$ cat config.mk
export PLATFORM = sky130hd
export DESIGN_NAME = key_hit_scheduler
export DESIGN_NICKNAME = d
export VERILOG_FILES = /design/src/rtl/key_pkg.sv /design/src/rtl/key_debouncer.sv /design/src/rtl/key_hit_scheduler.sv
export SDC_FILE = /design/constraint.sdc
export NUM_CORES = 1
export LEC_CHECK = 0
export CAP_MARGIN = 10
export CELL_PAD_IN_SITES_DETAIL_PLACEMENT = 0
export CELL_PAD_IN_SITES_GLOBAL_PLACEMENT = 1
export CORE_MARGIN = 2
export CORE_UTILIZATION = 45
export DETAILED_ROUTE_END_ITERATION = 7
export PLACE_DENSITY = 0.9
export SLEW_MARGIN = 25
export SYNTH_ARGS = -nofsm -noshare
export SYNTH_HDL_FRONTEND = slang
export SYNTH_SLANG_ARGS = --single-unit
$ cat constraint.sdc
create_clock -name clk -period 1.7 [get_ports clk]
set_input_delay 0.34 -clock clk [delete_from_list [all_inputs] [get_ports clk]]
set_output_delay 0.34 -clock clk [all_outputs]
set_load 0.03 [all_outputs]
$ cat src/rtl/key_pkg.sv
// Shared definitions for the key-hit scheduler: default sizing, offer FSM
// state encoding and a small lane-index wrap helper.
package key_pkg;

    localparam int LANES_DEF    = 4;
    localparam int LANE_W_DEF   = 2;
    localparam int DEBOUNCE_DEF = 16;

    // Offer FSM: IDLE picks the next pending lane, OFFER holds it until accepted.
    typedef enum logic {
        IDLE  = 1'b0,
        OFFER = 1'b1
    } offer_state_e;

    // Wraps a lane index into 0..lanes-1 (round-robin search and pointer advance).
    function automatic int lane_wrap(input int idx, input int lanes);
        return idx % lanes;
    endfunction

endpackage

$ cat src/rtl/key_debouncer.sv
// One lane of key input conditioning: 2-FF synchroniser on the raw active-low
// button, stability counter, and a single-cycle press pulse on the debounced
// released->pressed transition. Release transitions produce no pulse.
module key_debouncer
    import key_pkg::*;
#(
    parameter int DEBOUNCE = DEBOUNCE_DEF
) (
    input  logic clk,
    input  logic notRst,
    input  logic key_n_i,
    output logic press_o
);

    localparam int CNT_W = (DEBOUNCE > 1) ? $clog2(DEBOUNCE) : 1;
    localparam logic [CNT_W-1:0] CNT_LAST = CNT_W'(DEBOUNCE - 1);

    logic             sync1_q;
    logic             sync2_q;
    logic             deb_q;
    logic             press_q;
    logic [CNT_W-1:0] cnt_q;

    // Synchronise, count consecutive disagreeing cycles, flip the debounced level.
    always_ff @(posedge clk) begin
        // NOTE: sequential state uses non-blocking assignments so every register
        // samples pre-edge values; blocking here would let sync2_q see the new
        // sync1_q in the same edge and collapse the synchroniser to one stage.
        if (!notRst) begin
            // NOTE: reset is sampled on the clock edge; "released" is 1 because
            // the buttons are active-low, so a held key after reset still needs
            // a full debounce window before it counts as a press.
            sync1_q <= 1'b1;
            sync2_q <= 1'b1;
            deb_q   <= 1'b1;
            cnt_q   <= '0;
            press_q <= 1'b0;
        end else begin
            sync1_q <= key_n_i;
            sync2_q <= sync1_q;
            press_q <= 1'b0;
            if (sync2_q != deb_q) begin
                if (cnt_q == CNT_LAST) begin
                    deb_q   <= sync2_q;
                    cnt_q   <= '0;
                    press_q <= ~sync2_q;
                end else begin
                    cnt_q <= cnt_q + 1'b1;
                end
            end else begin
                cnt_q <= '0;
            end
        end
    end

    assign press_o = press_q;

endmodule

$ cat src/rtl/key_hit_scheduler.sv
// Rhythm-game key capture: per-lane debouncers feed sticky pending flags, a
// round-robin offer FSM serialises hits to the game core over valid/ready, and
// registered LED pulse generators drive the external notS/notR lane latches.
// LANE_W must equal clog2(LANES).
module key_hit_scheduler
    import key_pkg::*;
#(
    parameter int LANES    = LANES_DEF,
    parameter int DEBOUNCE = DEBOUNCE_DEF,
    parameter int LANE_W   = LANE_W_DEF
) (
    input  logic              clk,
    input  logic              notRst,
    input  logic [LANES-1:0]  key_n,
    output logic              hit_valid,
    input  logic              hit_ready,
    output logic [LANE_W-1:0] hit_lane,
    output logic [LANES-1:0]  pending,
    output logic              overflow,
    output logic [LANES-1:0]  led_notS,
    output logic [LANES-1:0]  led_notR
);

    logic [LANES-1:0]  press;
    logic [LANES-1:0]  accept_vec;
    logic [LANES-1:0]  pending_q, pending_d;
    logic [LANES-1:0]  pend_prev_q;
    logic              overflow_q, overflow_d;
    logic [LANES-1:0]  led_notS_q, led_notR_q;
    logic              init_q;
    offer_state_e      state_q;
    logic              hit_valid_q;
    logic [LANE_W-1:0] hit_lane_q;
    logic [LANE_W-1:0] rr_q;
    logic              sel_found;
    logic [LANE_W-1:0] sel_lane;
    logic [LANE_W-1:0] cand;
    logic [LANE_W-1:0] rr_next;
    logic              accept;

    for (genvar i = 0; i < LANES; i++) begin : g_lane
        key_debouncer #(
            .DEBOUNCE(DEBOUNCE)
        ) u_deb (
            .clk    (clk),
            .notRst (notRst),
            .key_n_i(key_n[i]),
            .press_o(press[i])
        );
    end

    assign accept  = hit_valid_q & hit_ready;
    assign rr_next = LANE_W'(lane_wrap(int'(hit_lane_q) + 1, LANES));

    // Pending flag update: press sets, accept clears, press wins on a tie.
    always_comb begin
        // NOTE: every combinational output gets a default before any branch so
        // no path leaves it unassigned, which would otherwise infer a latch.
        accept_vec = '0;
        for (int i = 0; i < LANES; i++) begin
            accept_vec[i] = accept && (hit_lane_q == LANE_W'(i));
        end
        pending_d  = (pending_q & ~accept_vec) | press;
        overflow_d = |(press & pending_q & ~accept_vec);
    end

    // Round-robin pick: first pending lane at or above rr_q, wrapping around.
    always_comb begin
        sel_found = 1'b0;
        sel_lane  = '0;
        cand      = '0;
        for (int k = 0; k < LANES; k++) begin
            cand = LANE_W'(lane_wrap(int'(rr_q) + k, LANES));
            if (!sel_found && pending_q[cand]) begin
                sel_found = 1'b1;
                sel_lane  = cand;
            end
        end
    end

    // Offer FSM with registered valid/lane and round-robin pointer.
    always_ff @(posedge clk) begin
        if (!notRst) begin
            state_q     <= IDLE;
            hit_valid_q <= 1'b0;
            hit_lane_q  <= '0;
            rr_q        <= '0;
        end else begin
            unique case (state_q)
                IDLE: begin
                    if (sel_found) begin
                        hit_lane_q  <= sel_lane;
                        hit_valid_q <= 1'b1;
                        state_q     <= OFFER;
                    end
                end
                OFFER: begin
                    if (hit_ready) begin
                        hit_valid_q <= 1'b0;
                        rr_q        <= rr_next;
                        state_q     <= IDLE;
                    end
                end
                default: begin
                    hit_valid_q <= 1'b0;
                    state_q     <= IDLE;
                end
            endcase
        end
    end

    // Pending flags, overflow pulse and LED set/reset pulses one cycle after a flag edge.
    always_ff @(posedge clk) begin
        if (!notRst) begin
            pending_q   <= '0;
            pend_prev_q <= '0;
            overflow_q  <= 1'b0;
            led_notS_q  <= '1;
            led_notR_q  <= '1;
            init_q      <= 1'b1;
        end else begin
            pending_q   <= pending_d;
            pend_prev_q <= pending_q;
            overflow_q  <= overflow_d;
            init_q      <= 1'b0;
            if (init_q) begin
                // First cycle out of reset clears every external latch.
                led_notS_q <= '1;
                led_notR_q <= '0;
            end else begin
                led_notS_q <= ~(pending_q & ~pend_prev_q);
                led_notR_q <= ~(pend_prev_q & ~pending_q);
            end
        end
    end

    // A lane latch must never see set and reset asserted together.
    led_exclusive_a: assert property (@(posedge clk) disable iff (!notRst)
        ((led_notS_q | led_notR_q) == '1));

    assign hit_valid = hit_valid_q;
    assign hit_lane  = hit_lane_q;
    assign pending   = pending_q;
    assign overflow  = overflow_q;
    assign led_notS  = led_notS_q;
    assign led_notR  = led_notR_q;

endmodule

==> flow_metrics.env <==
export IMPL_syn_area_per_cell_um2=9.85
export IMPL_cp_slowest_cell="sky130_fd_sc_hd__clkdlybuf4s50_1"
export IMPL_cts_root_to_sink_buffers=2
export IMPL_critical_path_top_delay_family="buffers and inverters"
export IMPL_finalHoldViolations=0
export IMPL_drv_max_cap_violation_count=0
export IMPL_critPathCaptureType="output pin"
export IMPL_cp_depth=1
export IMPL_cp_cell_sequence="clkdlybuf4s50_1"
export IMPL_post_cts_buffers=0
export IMPL_fin_util_pct=56.0
export IMPL_yosys_register_bits=56
export IMPL_drc=0
export IMPL_share_of_layout_cells_above_drive_strength_1_pct=8.05
export IMPL_startpoint_type="flip-flop"
export IMPL_cts_buffers=5
export IMPL_boundaryPins=23
export IMPL_tritoncts="built"
export IMPL_seq_area_frac_synth_pct=55.8
export IMPL_met3WireLength_um=126
export IMPL_total_leakage_power_nw=1.09
export IMPL_globalRouteTotalUtil_pct=15.5
export IMPL_root_buffer="sky130_fd_sc_hd__clkbuf_8"
export IMPL_powerDensity_mw_per_mm2=872
export IMPL_final_cell_mix="sky130_fd_sc_hd__dfxtp_1 (56), sky130_fd_sc_hd__nor2_1 (23), sky130_fd_sc_hd__nand3_1 (21), sky130_fd_sc_hd__clkdlybuf4s50_1 (15), sky130_fd_sc_hd__nand2_1 (14)"
export IMPL_grt_first_pass_wirelength_mm=6.11
export IMPL_design_core_area_mm2=0.00432
export IMPL_antenna_violations_before_repair=0
export IMPL_grt_max_degree=34
export IMPL_max_freq_mhz=608
export IMPL_detailroute_via_count=1402
export IMPL_finalWeightedCongestion=0.775
export IMPL_detail_route_wl_per_cell_um=11.6
export IMPL_timing_setup_critical_path_class="flip-flop to output pin"
export IMPL_syn2layout_area_growth_pct=20.4
export IMPL_max_stage_delay_ps=670
export IMPL_clk_latency_ps=310
export IMPL_floorplan_die_area_mm2=0.00502
export IMPL_synth_largest_area_cell="sky130_fd_sc_hd__dfxtp_1"
export IMPL_worst_slew_margin_rel_pct=78.4
export IMPL_timing_final_crit_share_pct=96.7
export IMPL_final_common_cell="sky130_fd_sc_hd__dfxtp_1"
export IMPL_final_setup_viol_count=0
export IMPL_ys_top_cells_by_area="sky130_fd_sc_hd__dfxtp_1 (56%), sky130_fd_sc_hd__nand3_1 (5.2%), sky130_fd_sc_hd__xor2_1 (5.2%)"
export IMPL_post_cts_hold_buffer_count=0
export IMPL_synth_area_mm2=0.00201
export IMPL_critPathBufInv=1
export IMPL_worst_path_max_fanout=2
export IMPL_maxUsedRoutingLayer="met4"
export IMPL_synth_yosys_warnings=0
export IMPL_place_hpwl_mm=2.39
export IMPL_drtAntennaViolNets=0
export IMPL_detail_route_first_pass_iterations=4
export IMPL_cp_arrival_ps=1300
export IMPL_fillerInstances=418
export IMPL_initial_core_util_pct=46.5
export IMPL_tritoncts_num_sinks=56
export IMPL_die_width_um=70.8
export IMPL_die_h_um=70.8
export IMPL_detailed_route_wire_length_mm=3.33
export IMPL_detailroute_wirelength_met2_mm=1.45
export IMPL_worstHoldPathType="flip-flop to flip-flop"
export IMPL_num_rows=24
export IMPL_n_antenna_cell=0
export IMPL_worstRegToRegCells=4
export IMPL_routedLengthMet1_mm=1.69
export IMPL_vias_per_cell=4.87
export IMPL_vdd_drop_max_v=0.000573
export IMPL_port_buffers=22
export IMPL_status="complete, no violations"
export IMPL_number_of_global_route_vias_before_repair=1389
export IMPL_h_tree_depth=2
export IMPL_setup_tns_final_ps=0
export IMPL_final_seq_area_mm2=0.00112
export IMPL_number_of_drc_violations_after_detailed_routing_iteration_0=119
export IMPL_finalPower_mw=2.11
export IMPL_gr_total_overflow=0
export IMPL_tightestPinTransition_ps=323
export IMPL_yosys_area_top_type_share_pct=55.8
export IMPL_nNetsFinal=250
export IMPL_rsz0062_at_grt="false"
export IMPL_yosysUniqueCellTypes=29
export IMPL_final_setup_skew_ps=4.52
export IMPL_cp_required_ps=1360
export IMPL_min_path_cells=1
export IMPL_maxSlewViolCount=0
export IMPL_mappedNetlistNets=219
export IMPL_layout_min_cycle_time_ps=1640
export IMPL_worst_setup_hold_path_clk_slew_ps=90
export IMPL_multi_input_comb_area_um2=822
export IMPL_syn_instance_count=204
-- layer usage --
| layer | GRT usage, % | up-vias |
|---|---|---|
| li1 | - | 736 |
| met1 | 20.8 | 627 |
| met2 | 23.6 | 32 |
| met3 | 3.42 | 7 |
| met4 | 7.55 | 0 |
| met5 | 0 | - |
-- worst paths after layout --
| check | start | end | slack, ps |
|---|---|---|---|
| worst min-delay path | g_lane[2].u_deb.sync1_q$_SDFF_PN1_ | g_lane[2].u_deb.sync2_q$_SDFF_PN1_ | 410 |
| worst max-delay path | pending[3]$_SDFF_PN0_ | pending[3] | 60 |
| worst max register to register | pending[2]$_SDFF_PN0_ | hit_lane[0]$_SDFFE_PN0P_ | 490 |
| worst min register to register | g_lane[2].u_deb.sync1_q$_SDFF_PN1_ | g_lane[2].u_deb.sync2_q$_SDFF_PN1_ | 410 |
-- final cells by class --
type	count	area share, %
clock buffer	5	2.84
multi-input combinational	133	34.0
inverter	9	1.40
tap	52	2.69
timing repair buffer	30	12.0
clock inverter	3	0.776
sequential	56	46.3
-- stage by stage --
stage | cells | area (µm²) | setup WS (ps) | hold slack (ps)
3_3_place_gp | 280 | 2320 | 212 | 389
5_1_grt | 288 | 2420 | 4.10 | 431
2_1_floorplan | 204 | 2010 | 370 | 386
4_1_cts | 288 | 2410 | 8.75 | 417
6_report | 288 | 2420 | 56.4 | 413
3_5_place_dp | 280 | 2320 | 150 | 396
-- state kept, by name, summed over array words and instances, names as in the netlist --
| name | cells |
|---|---|
| state_q | 1 |
| g_lane.u_deb.cnt_q | 16 |
| hit_valid | 1 |
| led_notS | 4 |
| g_lane.u_deb.press_o | 4 |
| pend_prev_q | 4 |
| g_lane.u_deb.deb_q | 4 |
| pending | 4 |
| led_notR | 4 |
| g_lane.u_deb.sync1_q | 4 |
| g_lane.u_deb.sync2_q | 4 |
| overflow | 1 |
| init_q | 1 |
| rr_q | 2 |
| hit_lane | 2 |
-- what timing repair did --
action                                  4_1_cts  5_1_grt
gates cloned                                  0        0
endpoints found under the setup margin        2        5
gates resized for setup                       2        5
-- cells in the mapped netlist --
library cell,count
sky130_fd_sc_hd__a31o_1,1
sky130_fd_sc_hd__nor3_1,5
sky130_fd_sc_hd__nand2_1,14
sky130_fd_sc_hd__nor2_1,23
sky130_fd_sc_hd__a31oi_1,1
sky130_fd_sc_hd__a21oi_1,8
sky130_fd_sc_hd__nor4_4,1
sky130_fd_sc_hd__nor2b_1,3
sky130_fd_sc_hd__nand3_1,21
sky130_fd_sc_hd__o32ai_1,2
sky130_fd_sc_hd__a41oi_1,1
sky130_fd_sc_hd__clkbuf_1,3
sky130_fd_sc_hd__o211ai_1,1
sky130_fd_sc_hd__xor2_1,12
sky130_fd_sc_hd__buf_2,2
sky130_fd_sc_hd__inv_2,1
sky130_fd_sc_hd__and2b_1,2
sky130_fd_sc_hd__and2_1,3
sky130_fd_sc_hd__o21ai_0,5
sky130_fd_sc_hd__ha_1,8
sky130_fd_sc_hd__inv_1,8
sky130_fd_sc_hd__or4_1,1
sky130_fd_sc_hd__dfxtp_1,56
sky130_fd_sc_hd__nand3b_1,3
sky130_fd_sc_hd__buf_6,1
sky130_fd_sc_hd__and2b_2,1
sky130_fd_sc_hd__mux2i_1,4
sky130_fd_sc_hd__nand2b_1,9
sky130_fd_sc_hd__and3_1,4
-- kinds of logic after synthesis --
group | count (synthesis) | share of synthesized area (%)
simple gates | 90 | 23.0
compound gates | 19 | 5.67
mux | 4 | 1.99
buf+inv | 15 | 3.30
flops | 56 | 55.8
xor+xnor | 12 | 5.23
fa+ha+maj | 8 | 4.98
-- power by group --
part	total (mW)	internal, mW	switching (mW)
clock	0.695	0.288	0.407
sequential	1.34	1.33	0.00920
combinational	0.0768	0.0348	0.0420
total	2.11	1.65	0.459
Power figures use the tool's default switching activity.
